[src/rtl/instr_prefetch_queue_pkg.sv]
// Shared pipeline definitions for the instruction prefetch queue:
// default geometry, the NOP encoding and a saturating counter helper.
package instr_prefetch_queue_pkg;

   localparam int DEFAULT_DEPTH = 4;
   localparam int DEFAULT_DW    = 32;
   localparam int FLUSH_CNT_W   = 16;

   localparam logic [31:0] NOP_INSTR = 32'h0000_0000;

   // Statistics counters stick at all-ones rather than wrapping back to zero.
   function automatic logic [FLUSH_CNT_W-1:0] sat_inc(input logic [FLUSH_CNT_W-1:0] value);
      return (value == {FLUSH_CNT_W{1'b1}}) ? value : value + 1'b1;
   endfunction

endpackage

[src/rtl/instr_prefetch_queue_ram.sv]
// Entry storage for the prefetch queue: one synchronous write port and one
// asynchronous read port. Contents are never cleared; validity lives in the top.
module prefetch_ram #(
   parameter int DEPTH = instr_prefetch_queue_pkg::DEFAULT_DEPTH,
   parameter int WIDTH = 2 * instr_prefetch_queue_pkg::DEFAULT_DW
) (
   input  logic                     clk,
   input  logic                     we,
   input  logic [$clog2(DEPTH)-1:0] waddr,
   input  logic [WIDTH-1:0]         wdata,
   input  logic [$clog2(DEPTH)-1:0] raddr,
   output logic [WIDTH-1:0]         rdata
);

   logic [WIDTH-1:0] mem [DEPTH];

   always_ff @(posedge clk) begin
      if (we) begin
         mem[waddr] <= wdata;
      end
   end

   assign rdata = mem[raddr];

endmodule

[src/rtl/instr_prefetch_queue.sv]
// Instruction prefetch queue between fetch and decode: show-ahead head entry,
// flush on a taken branch, and a saturating count of flushes that discarded work.
module instr_prefetch_queue
   import instr_prefetch_queue_pkg::*;
#(
   parameter int DEPTH = DEFAULT_DEPTH,
   parameter int DW    = DEFAULT_DW
) (
   input  logic                       clk,
   input  logic                       rst,
   input  logic                       if_valid,
   input  logic [DW-1:0]              if_instr,
   input  logic [DW-1:0]              if_npc,
   output logic                       if_ready,
   input  logic                       id_ready,
   output logic [DW-1:0]              IF_ID_instr,
   output logic [DW-1:0]              IF_ID_npc,
   output logic                       id_valid,
   input  logic                       EX_MEM_PCSrc,
   output logic [$clog2(DEPTH+1)-1:0] count,
   output logic [FLUSH_CNT_W-1:0]     flush_cnt
);

   localparam int AW = $clog2(DEPTH);
   localparam int CW = $clog2(DEPTH+1);

   logic [AW-1:0]   rd_ptr;
   logic [AW-1:0]   wr_ptr;
   logic            push;
   logic            pop;
   logic [2*DW-1:0] head_entry;

   assign if_ready = (count != CW'(DEPTH));
   assign id_valid = (count != '0);
   assign push     = if_valid && if_ready;
   assign pop      = id_valid && id_ready;

   // A flushing edge must not write, so a discarded beat never lands in storage.
   prefetch_ram #(
      .DEPTH (DEPTH),
      .WIDTH (2*DW)
   ) u_ram (
      .clk   (clk),
      .we    (push && !EX_MEM_PCSrc && !rst),
      .waddr (wr_ptr),
      .wdata ({if_instr, if_npc}),
      .raddr (rd_ptr),
      .rdata (head_entry)
   );

   // Flush outranks push/pop; pointers wrap naturally at their power-of-two width.
   always_ff @(posedge clk or posedge rst) begin
      if (rst) begin
         rd_ptr    <= '0;
         wr_ptr    <= '0;
         count     <= '0;
         flush_cnt <= '0;
      end else if (EX_MEM_PCSrc) begin
         rd_ptr <= '0;
         wr_ptr <= '0;
         count  <= '0;
         if ((count != '0) || if_valid) begin
            flush_cnt <= sat_inc(flush_cnt);
         end
      end else begin
         if (push) begin
            wr_ptr <= wr_ptr + 1'b1;
         end
         if (pop) begin
            rd_ptr <= rd_ptr + 1'b1;
         end
         if (push && !pop) begin
            count <= count + 1'b1;
         end else if (pop && !push) begin
            count <= count - 1'b1;
         end
      end
   end

   assign IF_ID_instr = id_valid ? head_entry[2*DW-1:DW] : DW'(NOP_INSTR);
   assign IF_ID_npc   = id_valid ? head_entry[DW-1:0]    : '0;

endmodule

[config.mk]
export PLATFORM = sky130hd
export DESIGN_NAME = instr_prefetch_queue
export DESIGN_NICKNAME = d
export VERILOG_FILES = /design/src/rtl/instr_prefetch_queue_pkg.sv /design/src/rtl/instr_prefetch_queue_ram.sv /design/src/rtl/instr_prefetch_queue.sv
export SDC_FILE = /design/constraint.sdc
export NUM_CORES = 1
export LEC_CHECK = 0
export CORE_UTILIZATION = 42
export DETAILED_ROUTE_END_ITERATION = 6
export PLACE_DENSITY = 0.71
export SYNTH_ARGS = -nofsm -noshare
export SYNTH_HDL_FRONTEND = slang
export SYNTH_SLANG_ARGS = --single-unit
[constraint.sdc]
create_clock -name clk -period 3.2 [get_ports clk]
set_input_delay 0.48 -clock clk [delete_from_list [all_inputs] [get_ports clk]]
set_output_delay 0.48 -clock clk [all_outputs]
set_load 0.02 [all_outputs]
; Word level (Yosys, flattened, before mapping)
; Memory sizes are Yosys's and may differ from the RTL's.
; Cells that the tools add are included.
[totals]
reg_bits = 23
ram_bits = 256
mem_count = 1
[op_classes]
add_sub_neg = 5
eq_ne = 2
mux = 11
bitwise = 1
reduce_logical = 16
[memory_table]
columns = name, words, width, read_ports, rd_clocked_by_memory_dff, write_ports, line_no
row1 = u_ram.mem, 4, 64, 1, 0, 1, instr_prefetch_queue_ram.sv:15  ; logic [WIDTH-1:0] mem [DEPTH];
[op_table]
columns = operator, count
row1 = two-way mux 32 bit, 2
row2 = adder 16 x 1 -> 16 bit (second input constant), 1
row3 = == test 16 bit (second input constant), 1
row4 = two-way mux 3 bit, 3
row5 = two-way mux 2 bit, 4
row6 = logical AND 1 bit, 6
row7 = nonzero test 3 bit, 2
row8 = adder 2 x 1 -> 2 bit (second input constant), 2
row9 = logical NOT 1 bit, 4
row10 = nonzero test 2 bit, 2
row11 = adder 3 x 1 -> 3 bit (second input constant), 1
row12 = inequality test 3 bit (second input constant), 1
row13 = AND reduction 3 bit, 1
row14 = subtractor 3 x 1 -> 3 bit (second input constant), 1
row15 = two-way mux 1 bit, 2
row16 = logical OR 1 bit, 1
row17 = NOT 1 bit, 1

; Depth between registers and ports, before layout
[depth]
ltp_word = 7
depth_mapped = 10
depth_no_buf = 7

; Modules after synthesis
; A second synthesis with hierarchy kept.
[unflattened]
cells_unflattened = 528
hier_area_um2 = 10975.5
[modules_own_cells]
columns = mod, n_inst, cells_each, area_per_inst_um2
row1 = prefetch_ram, 1, 338, 9341.5
row2 = instr_prefetch_queue, 1, 190, 1634.1

; Least setup slack after synthesis
; OpenSTA, ideal clock, no wires.
[synth_timing]
path_type = register to register
startpoint = register count[2]
endpoint = memory u_ram.mem[2][0] in the netlist's numbering (enable)
setup_ns = 0.429
t_arrival_ns = 2.835
required_time_ns = 2.771
slack_ns = -0.064
stages_incl_launch_ff = 7
path_cell_list = dfrtp_1 -> buf_4 -> or3b_1 -> buf_2 -> nand2_1 -> nor3_1 -> and2_1
[synth_between]
elab_chain_cells = 6
[synth_lines]
columns = item, line_no
row1 = start: declaration, instr_prefetch_queue.sv:20  ; output logic [$clog2(DEPTH+1)-1:0] count,
row2 = start signal: assignment, instr_prefetch_queue.sv:73  ; count <= count + 1'b1;
row3 = start signal: assignment, instr_prefetch_queue.sv:75  ; count <= count - 1'b1;
row4 = inequality test 3 bit, instr_prefetch_queue.sv:33  ; assign if_ready = (count != CW'(DEPTH));
row5 = named net if_ready, instr_prefetch_queue.sv:14  ; output logic if_ready,
row6 = logical AND 1 bit, instr_prefetch_queue.sv:35  ; assign push = if_valid && if_ready;
row7 = logical AND 1 bit (2 in a row), instr_prefetch_queue.sv:44  ; .we (push && !EX_MEM_PCSrc && !rst),
row8 = two-way mux 1 bit, instr_prefetch_queue_ram.sv:18  ; if (we) begin
row9 = two-way mux 1 bit (implied by the code), instr_prefetch_queue_ram.sv:19  ; mem[waddr] <= wdata;
row10 = end: declaration, instr_prefetch_queue_ram.sv:15
; The timed path passes the listed nets, and every way through them passes these cells.

; Worst setup path after layout
[layout_timing]
startpoint = register rd_ptr[0]
endpoint = output IF_ID_instr[29]
[layout_between]
elab_chain_cells = 2
[layout_lines]
columns = item, line_no
row1 = start: declaration, instr_prefetch_queue.sv:27  ; logic [AW-1:0] rd_ptr;
row2 = start signal: assignment, instr_prefetch_queue.sv:70  ; rd_ptr <= rd_ptr + 1'b1;
row3 = memory (4 x 64 bit), -
row4 = two-way mux 32 bit, instr_prefetch_queue.sv:80  ; assign IF_ID_instr = id_valid ? head_entry[2*DW-1:DW] : DW'(NOP_INSTR);
row5 = end: declaration, instr_prefetch_queue.sv:16  ; output logic [DW-1:0] IF_ID_instr,
; Every way passes these cells.

==> flow_metrics.env <==
export IMPL_worst_path_largest_cell_delay_ps=590
export IMPL_routedWlPerCell_um=20.0
export IMPL_synthArstFlopShare=0.0824
export IMPL_synthAdderAreaFrac=0.00750
export IMPL_finalHoldViolations=0
export IMPL_synthXorXnorAreaFrac=0.0119
export IMPL_synthFlopType="edfxtp_1"
export IMPL_dieWidth_um=164
export IMPL_htreeDepth=1
export IMPL_post_route_min_period_ps=3090
export IMPL_grt_pass1_vias=5964
export IMPL_yosys_area_share_simple=0.0704
export IMPL_synth_edf_count=256
export IMPL_critical_path_peak_fanout=40
export IMPL_dieArea_um2=26900
export IMPL_arrival_ps=2610
export IMPL_start_util=0.432
export IMPL_syn_area_um2=11000
export IMPL_cpMaxStageDelayCell="mux4_2"
export IMPL_drtIter0Drc=291
export IMPL_clk_path_buf_depth=3
export IMPL_fin_worst_skew_ps=10.0
export IMPL_slew_headroom=0.391
export IMPL_cts_root_buffer_cell="clkbuf_16"
export IMPL_slew_violations=0
export IMPL_cp_required_ps=2720
export IMPL_worstSetupEndpointType="output port"
export IMPL_grt_max_degree=66
export IMPL_numCtsBuffers=28
export IMPL_syn_area_per_cell_um2=20.4
export IMPL_drtAntennaViolNets=0
export IMPL_syn_num_nets=615
export IMPL_powerDensity_nw_per_um2=743
export IMPL_syn2layout_area_growth_pct=26.0
export IMPL_final_cell_mix="edfxtp_1, clkdlybuf4s50_1, and2_1, mux4_2, clkbuf_16"
export IMPL_finalHoldWorstSlack_ps=495
export IMPL_clkSinkCount=279
export IMPL_dr_pass1_iters=4
export IMPL_use_met1=0.199
export IMPL_nNetsFinal=780
export IMPL_final_common_cell="edfxtp_1"
export IMPL_drcViolationCount=0
export IMPL_setup_viol=0
export IMPL_min_path_type="input port to async pin"
export IMPL_ys_seq_area_frac=0.750
export IMPL_tritoncts="built"
export IMPL_vdd_ir_drop_max_uv=538
export IMPL_synthMuxAreaShare=0.133
export IMPL_start_kind="flip-flop"
export IMPL_ys_ff_latch=279
export IMPL_rsz0062_at_grt="false"
export IMPL_synth_warning_count=0
export IMPL_postCtsSetupBuffers=0
export IMPL_vias_per_cell=5.22
export IMPL_grt_first_pass_wirelength_um=32700
export IMPL_core_area_um2=25500
export IMPL_synthCells=540
export IMPL_crit_family="buffers and inverters"
export IMPL_dp_hpwl_um=12600
export IMPL_utilization=0.545
export IMPL_met3_usage=0.0361
export IMPL_cp_cell_sequence="buf_16 > mux4_2 > and2_1 > clkdlybuf4s50_1"
export IMPL_worstSetupPathType="flip-flop to output port"
export IMPL_synth_top_family_by_area="multiplexers"
export IMPL_fp_dieH_um=164
export IMPL_synth_compound_area_frac=0.0110
export IMPL_clkLatencyLatePin_ps=520
export IMPL_use_met2=0.291
export IMPL_worstMarginPinSlew_ps=913
export IMPL_wl_um=21200
export IMPL_grt_total_usage=0.161
export IMPL_drv_cap=0
export IMPL_cts_hold_buffers=0
export IMPL_io_buffers=153
export IMPL_ioPinCount=154
export IMPL_clkTransAtPathRegs_ps=60
export IMPL_synth_cell_types=47
export IMPL_place_congestion=0.786
export IMPL_dr_total_vias=5530
export IMPL_overflow=0
export IMPL_finalCritPeriodShare=0.967
export IMPL_grt_busiest_layer="met2"
export IMPL_outcome="finished clean"
export IMPL_drive_above_1_share=0.175
export IMPL_rows=58
export IMPL_fmax_mhz=323
export IMPL_cp_num_buf_inv=2
export IMPL_leakage_nw=4.54
export IMPL_finalSetupTns_ps=0
export IMPL_antenna_found_initial=1
[Yosys cell counts (2+ instances only)]
master | n | area share
buf_2 | 7 | 0.0032
clkbuf_1 | 10 | 0.0034
inv_1 | 9 | 0.0031
xnor2_1 | 4 | 0.0032
and2_1 | 69 | 0.039
nand4_2 | 3 | 0.0034
a21oi_1 | 3 | 0.0014
nand2_1 | 9 | 0.0031
nor3_1 | 8 | 0.0036
a2111oi_0 | 2 | 0.0016
xor2_1 | 11 | 0.0087
dfrtp_1 | 23 | 0.052
o21a_1 | 2 | 0.0014
buf_4 | 5 | 0.0034
edfxtp_1 | 256 | 0.70
ha_1 | 5 | 0.0057
buf_6 | 2 | 0.0020
buf_1 | 3 | 0.0010
or3_1 | 2 | 0.0011
nand3_1 | 4 | 0.0018
nor4_1 | 4 | 0.0023
nor2_1 | 10 | 0.0034
nor3b_1 | 2 | 0.0014
mux4_2 | 64 | 0.13
[metrics by stage]
stage                     power (mW)  instances  area [um2]  setup WS, ps
after floorplan                 6.07        540       11000           629
after global placement          7.29       1005       13000           600
after detailed placement        7.36       1005       13000           540
after CTS                       10.4       1057       13900          54.8
after global routing            10.8       1057       13900          7.94
final                           10.3       1059       13900           106
[path summary, 6_finish.rpt]
check / from / end / slack (ps) / cells after the start
max reg2reg: count[2]$_DFFE_PP0P_ / count[2]$_DFFE_PP0P_ / 780 / 7
min in group clk: flush_cnt[13]$_DFFE_PP0P_ / flush_cnt[13]$_DFFE_PP0P_ / 520 / 1
min: rst / count[2]$_DFFE_PP0P_ / 500 / 2
min reg2reg: flush_cnt[13]$_DFFE_PP0P_ / flush_cnt[13]$_DFFE_PP0P_ / 520 / 1
max: rd_ptr[0]$_DFFE_PP0P_ / IF_ID_instr[29] / 110 / 4
max in group asynchronous: rst / rd_ptr[1]$_DFFE_PP0P_ / 2040 / 2
[flip-flops by register name, summed over array words and instances (netlist names)]
register   flops
count          3
flush_cnt     16
rd_ptr         2
u_ram.mem    256
wr_ptr         2
[where the power goes]
group / internal (mW) / switching [mW] / leakage [nW]
clock network: 1.82 / 1.25 / 0.431
registers: 4.14 / 0.144 / 2.60
logic: 1.51 / 1.45 / 1.52
[per-layer routing]
layer	vias up	part of all wire
li1	2492	-
met4	0	0.0092
met3	23	0.064
met5	-	0
met1	2835	0.41
met2	180	0.52
[layout make-up]
type / instances / area (um2)
multi-input cells: 225 / 2580
clock buffers: 38 / 759
repair buffers: 162 / 1700
inverters: 9 / 33.8
diodes: 2 / 5.00
clock inverters: 14 / 114
fillers: 1955 / 11600
well taps: 330 / 413
flip-flops and latches: 279 / 8270
[kinds of logic after synthesis]
| logic type | after synthesis |
|---|---|
| buf+inv | 36 |
| simple gates | 123 |
| fa+ha+maj | 6 |
| compound gates | 15 |
| mux | 66 |
| xor+xnor | 15 |
| flops | 279 |
[what timing repair did]
item	in CTS	in global routing
resized for setup	1	1
setup endpoints to repair	1	1
cloned	0	0
pin swaps	0	0
[worst reg2reg max path, delay by kind of cell (launching register included)]
kind | cells | cell delay [ps]
AND/OR/NAND/NOR | 4 | 920
adder cells (fa/ha/maj) | 1 | 430
AO/OA/AOI/OAI | 1 | 270
XOR/XNOR | 1 | 130
flip-flops | 1 | 540
(Power assumes the default switching activity.)
